===== src/rtl/nco_sweep_ctrl.sv =====
// Linear frequency-sweep sequencer for the phase-accumulator NCO.
// Steps the tuning word from f_start toward f_stop by f_step. Each point is held
// for max(dwell,1) cycles. The last point is clamped to f_stop, so the word never
// wraps past the top of the range. Single-shot or repeat mode, with abort and hold.
// Ports:
//   sys_clk, sys_rst_n      : clock, synchronous active-low reset
//   start, abort, hold      : sweep control
//   repeat_en               : restart at f_start after each completed sweep
//   f_start/f_stop/f_step   : sweep range and increment (latched on accepted start)
//   dwell                   : cycles per point (latched on accepted start)
//   fword, fword_vld        : tuning word to the NCO, 1-cycle pulse on each change
//   busy, done              : sweep active, 1-cycle completion pulse
module nco_sweep_ctrl #(
  parameter int unsigned FW_W = 32,
  parameter int unsigned DW_W = 16
) (
  input  logic            sys_clk,
  input  logic            sys_rst_n,
  input  logic            start,
  input  logic            abort,
  input  logic            hold,
  input  logic            repeat_en,
  input  logic [FW_W-1:0] f_start,
  input  logic [FW_W-1:0] f_stop,
  input  logic [FW_W-1:0] f_step,
  input  logic [DW_W-1:0] dwell,
  output logic [FW_W-1:0] fword,
  output logic            fword_vld,
  output logic            busy,
  output logic            done
);

  typedef enum logic [1:0] {
    IDLE  = 2'd0,
    DWELL = 2'd1,
    DONE  = 2'd2
  } state_t;

  // Sweep configuration captured when a start is accepted.
  typedef struct packed {
    logic [FW_W-1:0] f_start;
    logic [FW_W-1:0] f_stop;
    logic [FW_W-1:0] f_step;
    logic [DW_W-1:0] dwell;
    logic            single;  // degenerate config: output f_start only
  } cfg_t;

  state_t          state, state_n;
  cfg_t            cfg, cfg_n;
  logic [DW_W-1:0] cnt, cnt_n;
  logic [FW_W-1:0] fword_n;
  logic            fword_vld_n, busy_n, done_n;

  logic [DW_W-1:0] dwell_eff;
  logic [FW_W:0]   nxt;

  assign dwell_eff = (cfg.dwell == '0) ? DW_W'(1) : cfg.dwell;
  // The extra top bit keeps the sum from wrapping before it is compared against f_stop.
  assign nxt       = {1'b0, fword} + {1'b0, cfg.f_step};

  // State and registered outputs.
  always_ff @(posedge sys_clk) begin
    if (!sys_rst_n) begin
      state     <= IDLE;
      cfg       <= '0;
      cnt       <= '0;
      fword     <= '0;
      fword_vld <= 1'b0;
      busy      <= 1'b0;
      done      <= 1'b0;
    end else begin
      state     <= state_n;
      cfg       <= cfg_n;
      cnt       <= cnt_n;
      fword     <= fword_n;
      fword_vld <= fword_vld_n;
      busy      <= busy_n;
      done      <= done_n;
    end
  end

  // Next-state and next-output logic.
  always_comb begin
    state_n     = state;
    cfg_n       = cfg;
    cnt_n       = cnt;
    fword_n     = fword;
    fword_vld_n = 1'b0;
    busy_n      = busy;
    done_n      = 1'b0;

    unique case (state)
      IDLE: begin
        if (start && !abort) begin
          cfg_n.f_start = f_start;
          cfg_n.f_stop  = f_stop;
          cfg_n.f_step  = f_step;
          cfg_n.dwell   = dwell;
          cfg_n.single  = (f_step == '0) || (f_stop < f_start);
          fword_n       = f_start;
          fword_vld_n   = 1'b1;
          busy_n        = 1'b1;
          cnt_n         = DW_W'(1);
          state_n       = DWELL;
        end
      end

      DWELL, DONE: begin
        if (abort) begin
          busy_n  = 1'b0;
          state_n = IDLE;
        end else if (state == DONE && !busy) begin
          state_n = IDLE;
        end else if (state == DWELL && hold) begin
          cnt_n = cnt;
        end else if (cnt == dwell_eff) begin
          // In repeat mode the DONE cycle is already the first cycle of the f_start point.
          if (fword == cfg.f_stop || cfg.single) begin
            done_n  = 1'b1;
            state_n = DONE;
            if (repeat_en) begin
              fword_n     = cfg.f_start;
              fword_vld_n = 1'b1;
              cnt_n       = DW_W'(1);
            end else begin
              busy_n = 1'b0;
            end
          end else if (nxt >= {1'b0, cfg.f_stop}) begin
            fword_n     = cfg.f_stop;
            fword_vld_n = 1'b1;
            cnt_n       = DW_W'(1);
            state_n     = DWELL;
          end else begin
            fword_n     = nxt[FW_W-1:0];
            fword_vld_n = 1'b1;
            cnt_n       = DW_W'(1);
            state_n     = DWELL;
          end
        end else begin
          cnt_n   = cnt + DW_W'(1);
          state_n = DWELL;
        end
      end

      default: begin
        busy_n  = 1'b0;
        state_n = IDLE;
      end
    endcase
  end

endmodule


===== config.mk =====
export PLATFORM = sky130hd
export DESIGN_NAME = nco_sweep_ctrl
export DESIGN_NICKNAME = d
export VERILOG_FILES = /design/src/rtl/nco_sweep_ctrl.sv
export SDC_FILE = /design/constraint.sdc
export NUM_CORES = 1
export LEC_CHECK = 0
export ABC_CLOCK_PERIOD_IN_PS = 5300
export CORE_UTILIZATION = 45
export CTS_CLUSTER_DIAMETER = 80
export CTS_CLUSTER_SIZE = 40
export DETAILED_ROUTE_END_ITERATION = 10
export PLACE_DENSITY = 0.68
export RECOVER_POWER = 25
export SETUP_SLACK_MARGIN = 0.2
export SYNTH_ARGS = -nofsm -noshare
export SYNTH_HDL_FRONTEND = slang
export SYNTH_SLANG_ARGS = --single-unit

===== constraint.sdc =====
create_clock -name sys_clk -period 5.3 [get_ports sys_clk]
set_input_delay 0.53 -clock sys_clk [delete_from_list [all_inputs] [get_ports sys_clk]]
set_output_delay 0.53 -clock sys_clk [all_outputs]
set_load 0.02 [all_outputs]

==> results.py, run 1 <==
metrics = {
    "setup_path": {
        "cp_num_buf_inv": 1,
        "crit_path_end_kind": "flop",
        "crit_path_start_kind": "flop",
        "crit_top_cell": "ha_1",
        "cp_slowest_cell": "dfxtp_1",
        "crit_path_max_incr_delay_ns": 0.46,
        "cp.arrival_ns": 5.12,
        "worst-path-max-fanout": 25,
        "critPathKind": "reg2reg",
        "crit_family": "compound AO/OA/AOI/OAI gates",
        "cp_cell_sequence": "ha_1 > a211oi_1 > o21ai_1 > o21ai_2 > a211oi_2 > o31ai_2 > o21ai_0 > xor2_1 > ha_1 > nand4_1 > nor4_2 > and4_1 > o41ai_1 > a311o_1 > o211ai_1 > a21oi_4 > buf_12 > mux2i_1 > a21oi_1",
        "critPathRequiredTime_ns": 5.57,
    },
    "routing": {
        "top_layer": "met4",
        "viasPerCell": 5.665,
        "wl_met2_um": 15780,
        "antenna_left": 0,
        "drt_first_pass_iters": 5,
        "wirelength_um": 33980,
        "drt_iter0_markers": 626,
        "routedWlPerCell_um": 18.57,
        "vias": 10370,
        "wirelength_met1_um": 14870,
        "route.detailed.drc": 0,
        "wl_met3_um": 1915,
    },
    "yosys": {
        "async_reset_ff_frac": 0,
        "ys.warnings.count": 0,
        "synthXorXnorAreaFrac": 0.07236,
        "synth_area_um2": 10890,
        "synth_enable_flop_cells": 0,
        "synth_flop_cell": "dfxtp_1",
        "syn_area_per_cell_um2": 7.951,
        "synth_mux_area_frac": 0.02297,
        "ys_types": 71,
        "synth_top_cell_area_share": 0.3051,
        "synth-seq-cells": 166,
        "synth_area_leaders": "dfxtp_1 31%, ha_1 11%, nand2_1 9.1%, a21boi_0 8.0%, xnor2_1 4.6%",
        "synth_fa_ha_area_frac": 0.1167,
        "synth_nets": 1589,
        "synth_top_family_by_area": "compound AO/OA/AOI/OAI gates",
        "synth_area_leader_cell": "dfxtp_1",
        "ys_seq_area_frac": 0.3051,
        "synth_simple_gate_area_frac": 0.1864,
        "synthMostInstantiatedCell": "nand2_1",
        "synthTopCellsByCount": "265 x nand2_1, 166 x dfxtp_1, 116 x a21boi_0",
        "synthCells": 1370,
        "synth_compound_area_frac": 0.2413,
    },
    "sta": {
        "grt_setup_unrepaired": "no",
        "tns_ns": 0,
        "fin_crit_ns": 4.852,
        "setup_viol": 0,
        "finalHoldViolCount": 0,
        "fmax_mhz": 206.1,
        "maxSlewHeadroom": -1.128,
        "fin_crit_sh": 0.9154,
        "setup_slack_ns": 0.4483,
        "fin_worst_skew_ns": 0.01492,
        "worstMarginPinSlew_ns": 3.192,
        "final_max_slew_viol_count": 87,
    },
    "cts": {
        "cts_buffers": 17,
        "cts_root_buffer": "clkbuf_16",
        "cts_tree": "yes",
        "cts_buffer_depth": 2,
        "clock_latency_ns": 0.43,
        "clock-sinks": 166,
        "clkTransAtPathRegs_ns": 0.07,
        "postCtsHoldBufs": 0,
        "h-tree-depth": 4,
    },
    "final_layout": {
        "fillers": 2270,
        "drive_above_1_share": 0.04964,
        "area_growth_pct": 22.11,
        "final_cells": 1830,
        "multi_input_area_um2": 7017,
        "diodes": 0,
        "area.sequential_um2": 3323,
        "final_nets": 1717,
    },
    "floorplanning": {
        "rows": 56,
        "die_w_um": 157.6,
        "coreArea_um2": 23610,
        "initial_utilization": 0.4613,
        "die_h_um": 157.6,
        "io_pins": 153,
        "die_area_um2": 24830,
    },
    "grt": {
        "gr-usage-all-layers": 0.2778,
        "grt_overflow": 0,
        "grt_pass1_vias": 9892,
        "antenna_found_initial": 0,
        "grt_max_degree": 87,
        "grt_pass1_wl_um": 52540,
    },
    "power": {
        "p_leak_nw": 5.397,
        "powerDensity_nw_per_um2": 293.4,
        "irDropWorstVdd_mv": 0.1413,
    },
    "placed_design": {
        "pre_cts_ws_ns": 0.2944,
        "gp_congestion": 0.9690,
        "io_buffer_count": 152,
        "placed_cells": 1795,
        "dp_hpwl_um": 25970,
    },
    "outcome": {
        "status": "finished with violations",
        "violations": "max-capacitance violations, max-slew violations",
    },
    "flow_run": {
        "maxCapViolCount": 1,
    },
    "min_path": {
        "hold_path_class": "reg2reg",
    },
}
[logic make-up after synthesis]
family / after synthesis
compound gates: 379
xor+xnor: 90
fa+ha+maj: 101
buf+inv: 144
flops: 166
mux: 25
simple gates: 465
[routing by layer]
layer | vias up | track usage
li1 | 5087 | -
met1 | 4873 | 0.3498
met2 | 335 | 0.4612
met3 | 72 | 0.04216
met4 | 0 | 0.1387
met5 | - | 0
[stage by stage]
| stage | area (µm²) | utilization | hold WS, ns | power [mW] |
|---|---|---|---|---|
| 4_1_cts | 13260 | 0.5617 | 0.4683 | 3.892 |
| 6_report | 13300 | 0.5633 | 0.4646 | 3.902 |
| 2_1_floorplan | 10890 | - | 0.4432 | 2.250 |
| 5_1_grt | 13300 | 0.5633 | 0.4870 | 4.087 |
| 3_5_place_dp | 12690 | 0.5375 | 0.4586 | 2.662 |
| 3_3_place_gp | 12690 | 0.5375 | 0.4520 | 2.651 |
[worst paths after layout]
path / startpoint / end / slack (ns) / cells after the start
setup / recovery: fword[1] / fword[14] / 0.45 / 19
hold / removal: cfg[87] / cfg[87] / 0.46 / 2
setup reg to reg: fword[1] / fword[14] / 0.45 / 19
hold reg to reg: cfg[87] / cfg[87] / 0.46 / 2
[layout by cell type, fill, tap and decap left out, types with 7 or more instances in the layout]
cell	Yosys	final
a211oi_1	8	8
a21boi_0	116	116
a21o_1	25	25
a21oi_1	77	77
a31oi_1	30	30
a41oi_1	8	8
buf_4	4	22
clkbuf_16	0	17
clkdlybuf4s50_1	0	118
dfxtp_1	166	166
dlygate4sd3_1	0	33
ha_1	100	100
inv_1	76	76
mux2i_1	25	25
nand2_1	265	265
nand2b_1	7	7
nand3_1	18	17
nand4_1	27	27
nor2_1	78	78
nor2b_1	9	9
nor3_1	14	14
nor4_1	21	20
o211ai_1	32	32
o21ai_0	32	32
o221ai_1	7	7
xnor2_1	57	57
xor2_1	33	33
[tightest hold or removal path, delay by kind of cell (launching register included)]
kind               cells  cell delay, ns
AOI/OAI and AO/OA      1            0.06
DFF                    1            0.31
and+or+nand+nor        1            0.05
[layout make-up]
class                   instances  area share
inverters                      76     0.02145
repair buffers                176      0.1281
clock buffers                  20     0.03433
clock inverters                12    0.008748
flip-flops and latches        166      0.2498
well taps                     319     0.03001
multi-input cells            1061      0.5275
[power by group]
part           switching [mW]  leakage (nW)  internal [mW]
logic                   0.720          3.77          0.538
clock network           0.553         0.272          0.680
registers              0.0858          1.35           1.33
[registers in the layout, indices dropped and copies added (netlist names)]
register / cells
fword_vld: 1
fword: 32
state: 2
cnt: 16
cfg: 113
done: 1
busy: 1
[timing repair]
item | 4_1_cts | 5_1_grt
endpoints found under the hold margin | 0 | 0
buffers inserted | 0 | 2
resized for setup | 0 | 5
endpoints found under the setup margin | 0 | 32
No activity file was read; power rests on OpenSTA's default activity.
==> run 2: changes to the inputs <==
Settings changed: PLACE_DENSITY 0.68 to 0.76, SLEW_MARGIN set to 20.
==> run 2 against run 1 <==
  * The run still ends with max-capacitance violations, max-slew violations left
  * Sequential power about the same
  * Largest power group unchanged
  * Flip-flop and latch count unchanged
  * Combinational power down 3%
  * Final area down 0.20%
  * Critical path depth up 1
  * Core utilization down 0.11 points
==> results.py, run 2 (synthesized netlist as in run 1, its figures left out) <==
metrics = {
    "cts": {
        "clock_latency_ns": 0.44,
        "clock-sinks": 166,
        "h-tree-depth": 4,
        "cts_buffers": 17,
        "cts_buffer_depth": 2,
        "cts_tree": "yes",
        "cts_root_buffer": "clkbuf_16",
        "postCtsHoldBufs": 0,
        "clkTransAtPathRegs_ns": 0.06,
    },
    "final_layout": {
        "diodes": 0,
        "largest_register_ffs": 113,
        "largestRegisters": "cfg: 113 flops, fword: 32 flops, cnt: 16 flops",
        "fin_area_um2": 13280,
        "drive_above_1_share": 0.04539,
        "mostFrequentLayoutCells": "265 x nand2_1, 166 x dfxtp_1, 117 x clkdlybuf4s50_1",
        "mostFrequentLayoutCell": "nand2_1",
        "final_cells": 1817,
        "final_nets": 1705,
        "area_growth_pct": 21.87,
        "fillers": 2181,
        "regMostFlops": "cfg",
    },
    "grt": {
        "grt_max_degree": 100,
        "grt_pass1_vias": 9611,
        "grt_pass1_wl_um": 51580,
        "grt_overflow": 0,
        "antenna_found_initial": 0,
        "gr-usage-all-layers": 0.2695,
    },
    "setup_path": {
        "cp-startpoint": "fword[1]",
        "cp_slowest_cell": "dfxtp_1",
        "critPathRequiredTime_ns": 5.59,
        "cp_num_buf_inv": 2,
        "cp_cell_sequence": "ha_1 > a211oi_2 > o21ai_1 > o21ai_2 > a211oi_2 > buf_4 > o31ai_2 > o21ai_0 > xor2_1 > ha_1 > nand4_1 > nor4_4 > and4_1 > o41ai_1 > a311o_1 > o211ai_1 > a21oi_4 > buf_4 > mux2i_1 > a21oi_1",
        "timing.rr.end": "fword[22]",
        "rrSetupSlack_ns": 0.40,
        "worst-path-max-fanout": 6,
        "crit_family": "compound AO/OA/AOI/OAI gates",
        "crit_path_max_incr_delay_ns": 0.45,
        "crit_path_start_kind": "flop",
        "critPathKind": "reg2reg",
        "crit_path_end_kind": "flop",
        "cp.arrival_ns": 5.19,
        "ff2ff_path_depth": 20,
        "rr_startpoint": "fword[1]",
    },
    "power": {
        "power.share.combinational": 0.309,
        "p_int_mw": 2.609,
        "p_leak_nw": 5.351,
        "powerDensity_nw_per_um2": 297.7,
        "clkPwrFrac": 0.331,
        "swShare": 0.3400,
        "irDropWorstVdd_mv": 0.1647,
        "sequentialPowerShare": 0.360,
        "p_sw_mw": 1.344,
    },
    "sta": {
        "fin_crit_ns": 4.895,
        "fin_worst_skew_ns": 0.009182,
        "final_max_slew_viol_count": 85,
        "setup_viol": 0,
        "maxSlewHeadroom": -1.092,
        "fmax_mhz": 204.3,
        "finalHoldViolCount": 0,
        "grt_setup_unrepaired": "no",
        "worstMarginPinSlew_ns": 3.138,
        "tns_ns": 0,
        "fin_crit_sh": 0.9236,
    },
    "floorplanning": {
        "rows": 56,
        "coreArea_um2": 23610,
        "die_h_um": 157.6,
        "die_w_um": 157.6,
        "io_pins": 153,
        "initial_utilization": 0.4613,
        "die_area_um2": 24830,
    },
    "placed_design": {
        "dp_hpwl_um": 25020,
        "gp_congestion": 0.9488,
        "io_buffer_count": 152,
        "place_area_um2": 12600,
        "placed_cells": 1783,
    },
    "routing": {
        "viasPerCell": 5.668,
        "drt_iter0_markers": 701,
        "routedWlPerCell_um": 18.28,
        "route.detailed.drc": 0,
        "vias": 10300,
        "wirelength_um": 33210,
        "drt_first_pass_iters": 7,
        "antenna_left": 0,
    },
    "outcome": {
        "violations": "max-capacitance violations, max-slew violations",
        "status": "finished with violations",
    },
    "flow_run": {
        "maxCapViolCount": 1,
    },
    "min_path": {
        "hold_depth": 2,
        "whs_endpoint": "cfg[89]",
        "hp-start": "cfg[89]",
        "hold_path_class": "reg2reg",
    },
}
[run 2: cell count changes in the layout (fill, tap and decap cells not counted), sizes merged]
cell and change:
clkinvlp +1, inv -1, buf -10, a21o -1, clkinv -1, bufinv +2, dlygate4sd3 +1, clkbuf -3
clkdlybuf4s50 -1
[run 2: repair_timing]
item | in CTS | in global routing
buffers inserted | 0 | 3
endpoints found under the setup margin | 0 | 32
gates resized for setup | 0 | 9
endpoints found under the hold margin | 0 | 0
[run 2: metal layers]
| metal | share of wire | wire length [µm] | track usage |
|---|---|---|---|
| met2 | 0.46 | 15250 | 0.4391 |
| met1 | 0.45 | 14860 | 0.3598 |
| met5 | 0 | 0 | 0 |
| met4 | 0.030 | 990 | 0.09524 |
| met3 | 0.064 | 2111 | 0.04216 |
[run 2: final cells by class]
cell class,instances,area (µm²),area share
sequential,166,3323,0.2503
multi-input combinational,1060,7032,0.5297
inverter,76,285.3,0.02149
clock inverter,13,171.4,0.01291
timing repair buffer,165,1625,0.1224
clock buffer,18,439.2,0.03308
tap,319,399.1,0.03007
[run 2: tightest hold or removal path: stages (launching register included)]
cell	delay (ns)
dfxtp_1	0.31
nand2_1	0.05
a21boi_0	0.06
[run 2: how the worst max path moves through the flow]
stage / to / depth (start not counted)
final: fword[22] / 20
after global routing: fword[22] / 19
after CTS: fword[31] / 19
after detailed placement: fword[5] / 19
after global placement: fword[9] / 19
after floorplan: fword[31] / 20
[run 2: power by group through the flow]
stage                     Clock, mW  Sequential (mW)  Combinational, mW
after floorplan                   0             1.45              0.802
after global placement            0             1.45               1.17
after detailed placement          0             1.45               1.19
after CTS                      1.32             1.42               1.20
after global routing           1.37             1.43               1.33
final                          1.31             1.42               1.22
[run 2: through the flow]
stage	setup slack [ns]	total power, mW	utilization	hold slack (ns)
2_1_floorplan	0.9176	2.250	-	0.4432
3_3_place_gp	0.4808	2.619	0.5336	0.4526
3_5_place_dp	0.3277	2.638	0.5336	0.4608
4_1_cts	0.2450	3.943	0.5595	0.4715
5_1_grt	0.1922	4.132	0.5622	0.4896
6_report	0.4048	3.952	0.5622	0.4676
